$ cat config.mk
export PLATFORM = sky130hd
export DESIGN_NAME = sha2_msg_sched_flat
export DESIGN_NICKNAME = d
export VERILOG_FILES = /design/src/rtl/sha2_msg_sched_if.sv /design/src/rtl/sha2_msg_sched.sv /design/src/flat_wrapper.sv
export SDC_FILE = /design/constraint.sdc
export NUM_CORES = 1
export LEC_CHECK = 0
export ABC_AREA = 1
export CORE_ASPECT_RATIO = 0.75
export CORE_MARGIN = 2
export CORE_UTILIZATION = 30
export CTS_CLUSTER_DIAMETER = 200
export DETAILED_ROUTE_END_ITERATION = 6
export PLACE_DENSITY_LB_ADDON = 0.15
export SLEW_MARGIN = 25
export SYNTH_ARGS = -nofsm -noshare
export SYNTH_HDL_FRONTEND = slang
export SYNTH_SLANG_ARGS = --single-unit
$ cat constraint.sdc
create_clock -name clk_i -period 4.9 [get_ports clk_i]
set_input_delay 0.735 -clock clk_i [delete_from_list [all_inputs] [get_ports clk_i]]
set_output_delay 0.735 -clock clk_i [all_outputs]
set_load 0.02 [all_outputs]
$ cat src/rtl/sha2_msg_sched_if.sv
// rtl/sha2_msg_sched_if.sv - padded-word input and schedule-word output streams of the SHA-256 message scheduler
interface sha2_msg_sched_if;
  logic        shaf_rvalid;
  logic [31:0] shaf_rdata;
  logic        shaf_rready;
  logic        w_valid;
  logic [31:0] w_data;
  logic [5:0]  w_round;
  logic        w_ready;

  modport master (
    output shaf_rvalid, shaf_rdata, w_ready,
    input  shaf_rready, w_valid, w_data, w_round
  );

  modport slave (
    input  shaf_rvalid, shaf_rdata, w_ready,
    output shaf_rready, w_valid, w_data, w_round
  );
endinterface

$ cat src/rtl/sha2_msg_sched.sv
// rtl/sha2_msg_sched.sv - collects 16 padded words and streams SHA-256 schedule words W[0..63]
module sha2_msg_sched #(
  parameter int NumRound   = 64,
  parameter int BlockWords = 16
) (
  input  logic              clk_i,
  input  logic              rst_ni,
  input  logic              sha_en,
  input  logic              hash_start,
  input  logic              wipe_secret,
  input  logic [31:0]       wipe_v,
  output logic              block_done,
  output logic              busy,
  sha2_msg_sched_if.slave   bus
);

  typedef enum logic [1:0] {
    StIdle  = 2'd0,
    StFill  = 2'd1,
    StSched = 2'd2
  } state_e;

  localparam logic [3:0] LastFill  = 4'(BlockWords - 1);
  localparam logic [5:0] LastRound = 6'(NumRound - 1);

  state_e      state_q, state_d;
  logic [31:0] w_buf [BlockWords];
  logic [3:0]  fill_cnt;
  logic [5:0]  round;
  logic        fill_acc, sched_acc;
  logic [31:0] w_next;

  function automatic logic [31:0] sigma0(input logic [31:0] x);
    return {x[6:0], x[31:7]} ^ {x[17:0], x[31:18]} ^ {3'b000, x[31:3]};
  endfunction

  function automatic logic [31:0] sigma1(input logic [31:0] x);
    return {x[16:0], x[31:17]} ^ {x[18:0], x[31:19]} ^ {10'd0, x[31:10]};
  endfunction

  // W[t+16] from the sliding window W[t..t+15] held in w_buf[0..15]
  assign w_next = w_buf[0] + sigma0(w_buf[1]) + w_buf[9] + sigma1(w_buf[14]);

  assign fill_acc     = bus.shaf_rvalid && bus.shaf_rready;
  assign sched_acc    = bus.w_valid && bus.w_ready;
  assign bus.w_data   = w_buf[0];
  assign bus.w_round  = round;
  assign busy         = (state_q == StFill) || (state_q == StSched);

  always_comb begin
    state_d         = state_q;
    bus.shaf_rready = 1'b0;
    bus.w_valid     = 1'b0;
    case (state_q)
      StIdle: ;
      StFill: begin
        bus.shaf_rready = sha_en;
        if (fill_acc && fill_cnt == LastFill) state_d = StSched;
      end
      StSched: begin
        bus.w_valid = sha_en;
        if (sched_acc && round == LastRound) state_d = StFill;
      end
      default: state_d = StIdle;
    endcase
    // Later assignments carry higher priority: wipe > disable > start
    if (hash_start) state_d = StFill;
    if (!sha_en)    state_d = StIdle;
    if (wipe_secret) state_d = StIdle;
  end

  always_ff @(posedge clk_i or negedge rst_ni) begin
    if (!rst_ni) state_q <= StIdle;
    else         state_q <= state_d;
  end

  always_ff @(posedge clk_i or negedge rst_ni) begin
    if (!rst_ni) begin
      for (int i = 0; i < BlockWords; i++) w_buf[i] <= '0;
      fill_cnt   <= '0;
      round      <= '0;
      block_done <= 1'b0;
    end else begin
      block_done <= 1'b0;
      if (wipe_secret) begin
        for (int i = 0; i < BlockWords; i++) w_buf[i] <= wipe_v;
        fill_cnt <= '0;
        round    <= '0;
      end else if (!sha_en || hash_start) begin
        fill_cnt <= '0;
        round    <= '0;
      end else if (fill_acc) begin
        for (int i = 0; i < BlockWords - 1; i++) w_buf[i] <= w_buf[i+1];
        w_buf[BlockWords-1] <= bus.shaf_rdata;
        fill_cnt <= fill_cnt + 4'd1;
      end else if (sched_acc) begin
        for (int i = 0; i < BlockWords - 1; i++) w_buf[i] <= w_buf[i+1];
        w_buf[BlockWords-1] <= w_next;
        round <= round + 6'd1;
        if (round == LastRound) block_done <= 1'b1;
      end
    end
  end

endmodule

$ cat src/flat_wrapper.sv
// flat-port wrapper written by rule: the top's interface ports become plain ports
module sha2_msg_sched_flat 
#(
  parameter int NumRound   = 64,
  parameter int BlockWords = 16
)
  (clk_i, rst_ni, sha_en, hash_start, wipe_secret, wipe_v, block_done, busy, bus_shaf_rvalid, bus_shaf_rdata, bus_w_ready, bus_shaf_rready, bus_w_valid, bus_w_data, bus_w_round);
  sha2_msg_sched_if bus_i ();
  input  logic clk_i;
  input  logic rst_ni;
  input  logic sha_en;
  input  logic hash_start;
  input  logic wipe_secret;
  input  logic [31:0] wipe_v;
  output logic block_done;
  output logic busy;
  input wire logic [$bits(bus_i.shaf_rvalid)-1:0] bus_shaf_rvalid;
  input wire logic [$bits(bus_i.shaf_rdata)-1:0] bus_shaf_rdata;
  input wire logic [$bits(bus_i.w_ready)-1:0] bus_w_ready;
  output wire logic [$bits(bus_i.shaf_rready)-1:0] bus_shaf_rready;
  output wire logic [$bits(bus_i.w_valid)-1:0] bus_w_valid;
  output wire logic [$bits(bus_i.w_data)-1:0] bus_w_data;
  output wire logic [$bits(bus_i.w_round)-1:0] bus_w_round;
  assign bus_i.shaf_rvalid = bus_shaf_rvalid;
  assign bus_i.shaf_rdata = bus_shaf_rdata;
  assign bus_i.w_ready = bus_w_ready;
  assign bus_shaf_rready = bus_i.shaf_rready;
  assign bus_w_valid = bus_i.w_valid;
  assign bus_w_data = bus_i.w_data;
  assign bus_w_round = bus_i.w_round;
  sha2_msg_sched #(.NumRound(NumRound), .BlockWords(BlockWords)) u_core (.clk_i(clk_i), .rst_ni(rst_ni), .sha_en(sha_en), .hash_start(hash_start), .wipe_secret(wipe_secret), .wipe_v(wipe_v), .block_done(block_done), .busy(busy), .bus(bus_i));
endmodule
After elaboration in Yosys (flattened, before gate mapping)
Index checks and enable logic that the tools add are counted.
Operators by class
  add/subtract/negate cells: 5
  multipliers: 0
  divide/modulo/power cells: 0
  $lt $le $gt $ge: 0
  equal/unequal tests: 9
  shift-type cells: 0
  mux-type cells: 24
  bitwise operators: 4
  reductions and logical operators: 14
Operator list (count)
  2-to-1 mux 512 bit: 4
  adder 32 bit: 3
  XOR 32 bit: 2
  XOR 32 x 22 -> 32 bit: 1
  XOR 32 x 29 -> 32 bit: 1
  2-to-1 mux 6 bit: 4
  2-to-1 mux 4 bit: 3
  2-to-1 mux 2 bit: 5
  inequality test 5 bit (second input constant): 2
  nonzero test 3 bit: 3
  2-to-1 mux 1 bit: 7
  adder 6 x 1 -> 6 bit (second input constant): 1
  == test 6 bit (second input constant): 1
  case mux 2 bit (3 select lines): 1
  adder 4 x 1 -> 4 bit (second input constant): 1
  == test 4 bit (second input constant): 1
  logical AND 1 bit: 4
  inequality test 4 bit (second input constant): 1
  AND reduction 2 bit: 2
  inequality test 3 bit (second input constant): 1
  AND reduction 3 bit: 1
  == test 2 x 1 -> 1 bit (second input constant): 1
  == test 2 bit (second input constant): 1
  zero test 2 bit: 1
  3 further kinds: 4
Storage, ports and cells
  register bits after elaboration: 525
  latch bits: 0
  memory bits (writable): 0
  bits in read-only memories: 0
  input bits: 71
  output and inout port bits: 42
  word-level logic and storage cells: 76
  memories kept: 0

Longest topological paths before layout
  word-level depth: 9
  mapped depth: 21
  depth with buffers taken out: 20

Worst setup path after synthesis
OpenSTA, ideal clock, no wires.
  kind: flip-flop to flip-flop
  from: register u_core.w_buf[50] (netlist name)
  to: register u_core.w_buf[13] (netlist name)
  setup time: 138 ps
  arrival: 3303 ps
  required time: 4762 ps
  path slack: 1459 ps
  cell stages (with the launch flop): 16
  path buffers: 1
  period minus slack after synthesis: 3441 ps
  path through: dfrtp_1 clkbuf_1 xnor2_1 xor2_1 inv_1 fa_1 fa_1 ha_1 fa_1 nand3_1 nand3_1 nand3_1 nand3_1 xor2_1 o21ai_0 nand3_1
Between the ends
  cells in the longest elaborated chain, start to end: 7
RTL lines
  from (decl): RTL line sha2_msg_sched.sv:27  | logic [31:0] w_buf [BlockWords];
  from (signal, indexed assignment): RTL line sha2_msg_sched.sv:94  | w_buf[BlockWords-1] <= bus.shaf_rdata;
  from (signal, indexed assignment): RTL line sha2_msg_sched.sv:98  | w_buf[BlockWords-1] <= w_next;
  XOR 32 bit: RTL line sha2_msg_sched.sv:38  | return {x[16:0], x[31:17]} ^ {x[18:0], x[31:19]} ^ {10'd0, x[31:10]};
  XOR 32 x 22 -> 32 bit *: RTL line sha2_msg_sched.sv:38
  adder 32 bit *: RTL line sha2_msg_sched.sv:42  | assign w_next = w_buf[0] + sigma0(w_buf[1]) + w_buf[9] + sigma1(w_buf[14]);
  2-to-1 mux 512 bit *: RTL line sha2_msg_sched.sv:96  | end else if (sched_acc) begin
  2-to-1 mux 512 bit *: RTL line sha2_msg_sched.sv:92  | end else if (fill_acc) begin
  2-to-1 mux 512 bit *: RTL line sha2_msg_sched.sv:89  | end else if (!sha_en || hash_start) begin
  2-to-1 mux 512 bit *: RTL line sha2_msg_sched.sv:85  | if (wipe_secret) begin
Every way passes the cells marked *; elsewhere a longest branch is shown, timed or not. The select of a mux whose other input is x is not followed.
A chain may end at the register's enable or synchronous reset.

Worst setup path in the final report
  from: register u_core.w_buf[44] (netlist name)
  to: register u_core.w_buf[29] (netlist name)
The elaborated chain is that of the path after synthesis.

==> out/results.txt <==
Syn Nets - 3550
hold buffer count at cts - 0
TNS Setup - 0 ps
RSZ-0062 raised after global routing - no
Setup Skew - 30.41 ps
pwr/cell area - 601.2 nW/um2
mean post-synth cell area - 8.176 um2
leakage power - 14.62 nW
Critical Path AT - 4870 ps
share of post-route cells with drive strength above 1 - 4.245%
Post-Syn Instances - 3380
Setup Fix Bufs, Post-CTS - 0
Root Driver - clkbuf_16
ANT nets after route - 0
Simple-Gate Fraction of Synth Area - 15.35%
DR vias - 22120
multiplexer share of the synthesized area - 0%
CTS tree - yes
dominant synthesized flop cell - dfrtp_1
IO buf count - 112
Die Span Y - 266.8 um
Core ar. - 91410 um2
DR pass1 iterations - 6
Die X - 354.5 um
total grt overflow - 0
final WL - 92.78 mm
clk_lat worst skew - 650 ps
Highest Clock Rate - 0.2289 GHz
Crit Path Class - flip-flop to flip-flop
via-per-instance ratio - 4.813
area of the die - 94580 um2
CP required - 5400 ps
CTS clk-pin slew, worst paths - 70 ps
post_cts resized - 0
Power Total - 18.92 mW
Synth Register Bits - 525
Net count, final - 3498
compound-cell area share of the yosys netlist - 17.48%
floorplan row count - 96
post-layout min period - 4369 ps
Area Growth Syn to Fin - 13.88%
count leader, synth - nand2_1
starting density of the core - 30.23%
pin count of the biggest net entering global routing - 246
final HPWL from detailed placement - 66.01 mm
register area share after synthesis - 47.54%
vias in the first global route - 20580
Synth area leaders - dfrtp_1 48%, nand2_1 11%, o21ai_0 7.2%
main combinational cell family by area after synthesis - compound AO/OA/AOI/OAI gates
Post-synth EDFFs - 0
worst hold path type - input pin to async pin
clk sinks - 525
DRC - 0
CP max FO - 5
top-area cell type share of the netlist area - 47.54%
GRT Util Overall - 19.56%
Least-Margin Pin Slew - 938.1 ps
Worst Setup Slack, final - 530.6 ps
TritonCTS Buffers - 55
first-pass GRT wire length - 139.8 mm
Pins Over Slew Limit - 0
synthesized cell area - 27630 um2
CTS H-tree depth - 2
yosys warns - 0
asr flop ratio synth - 100.0%
Adder-Cell Fraction of Synth Area - 6.167%
CP Launch Type - flip-flop
final hold violations - 0
wire per inst - 20.19 um
Yosys top cell by area - dfrtp_1
outcome - finished, final reports clean
IO Count - 113
CP Capture Type - flip-flop
clock tree buffer depth - 3
Max Cap Viol - 0
Setup-failing EPs final - 0
Max VDD drop - 333.0 uV
initial antenna violation count - 1
gp weighted congestion - 0.9866
Yosys cell types - 34
Setup Slack @ Placement - 670.1 ps
Synth Area in XOR/XNOR - 3.993%
most frequent cells after synthesis - 809 x nand2_1, 525 x dfrtp_1, 400 x o21ai_0
initial drt markers - 2258
slew margin rel. - 37.31%
fin util - 34.43%
final period utilization - 89.17%
flip-flops by register name (all words and copies together) (netlist names):
name                cells
u_core.fill_cnt         4
u_core.bus.w_data      32
u_core.w_buf          480
u_core.state_q          2
u_core.bus.w_round      6
u_core.block_done       1
metal layers:
layer	GRT usage, %	vias up	part of all wire (%)
li1	-	10760	-
met1	30.04	10630	50
met2	25.85	622	39
met3	6.885	101	9.5
met4	3.882	0	1.7
met5	0	-	0
path summary, 6_finish.rpt:
check	start	endpoint	slack (ps)	cells past startpoint
min in group clk_i	u_core.w_buf[0]$_DFFE_PN0P_	u_core.w_buf[0]$_DFFE_PN0P_	480	2
worst max register to register	u_core.w_buf[44]$_DFFE_PN0P_	u_core.w_buf[29]$_DFFE_PN0P_	530	18
worst min-delay path	rst_ni	u_core.w_buf[5]$_DFFE_PN0P_	140	1
max in group asynchronous	rst_ni	u_core.w_buf[338]$_DFFE_PN0P_	3660	2
worst min register to register	u_core.w_buf[0]$_DFFE_PN0P_	u_core.w_buf[0]$_DFFE_PN0P_	480	2
worst max-delay path	u_core.w_buf[44]$_DFFE_PN0P_	u_core.w_buf[29]$_DFFE_PN0P_	530	18
cells by family after synthesis:
| family | count (synthesis) |
|---|---|
| AND/OR/NAND/NOR | 1088 |
| AO/OA/AOI/OAI | 915 |
| buffers and inverters | 627 |
| flip-flops | 525 |
| XOR/XNOR | 126 |
| adder cells (fa/ha/maj) | 99 |
power breakdown:
part	switching (mW)	internal, mW
Combinational	5.92	2.99
Clock	1.89	2.67
Sequential	0.561	4.88
Total	8.38	10.5
critical path, stage by stage, from the launching register on:
cell	delay, ps
dfrtp_1	590
xnor2_1	510
xor2_1	190
inv_1	90
fa_1	500
inv_1	50
fa_1	470
inv_1	60
fa_1	490
nand3_1	130
nand3_1	200
nand3_1	140
nand3_1	220
nand2_1	160
nand2_1	60
nand2_1	60
nand3_1	60
nand2_1	180
nand2_1	70
area by class of cell:
class | instances | area (um2)
inverter | 368 | 1408
sequential | 525 | 13140
antenna | 1 | 2.502
timing repair buffer | 150 | 1563
clock inverter | 20 | 314.1
multi-input combinational | 2228 | 11890
fill | 9622 | 59940
clock buffer | 78 | 1623
tap | 1225 | 1533
cell usage in the layout (no fill, tap or decap), types with 7 or more instances in the layout:
| cell type | count |
|---|---|
| xor2_1 | 68 |
| inv_1 | 364 |
| nor3_1 | 13 |
| nor2_1 | 193 |
| o221ai_1 | 23 |
| o21ai_1 | 13 |
| a21oi_1 | 370 |
| a31oi_1 | 90 |
| clkbuf_1 | 7 |
| o21ai_0 | 400 |
| dfrtp_1 | 525 |
| buf_4 | 26 |
| clkdlybuf4s50_1 | 110 |
| ha_1 | 37 |
| nand3_1 | 56 |
| nand2_1 | 809 |
| clkbuf_8 | 16 |
| fa_1 | 62 |
| xnor2_1 | 58 |
| buf_12 | 12 |
| bufinv_16 | 7 |
| o211ai_1 | 14 |
| clkbuf_16 | 55 |
through the flow:
stage          std cells  hold slack [ps]  cell area (um2)
3_5_place_dp        4496            466.2            29530
4_1_cts             4594            140.6            31460
3_3_place_gp        4496            468.8            29530
6_report            4595            140.9            31470
2_1_floorplan       3380            439.4            27630
5_1_grt             4594            165.7            31470
No activity file was read; power rests on OpenSTA's default activity.
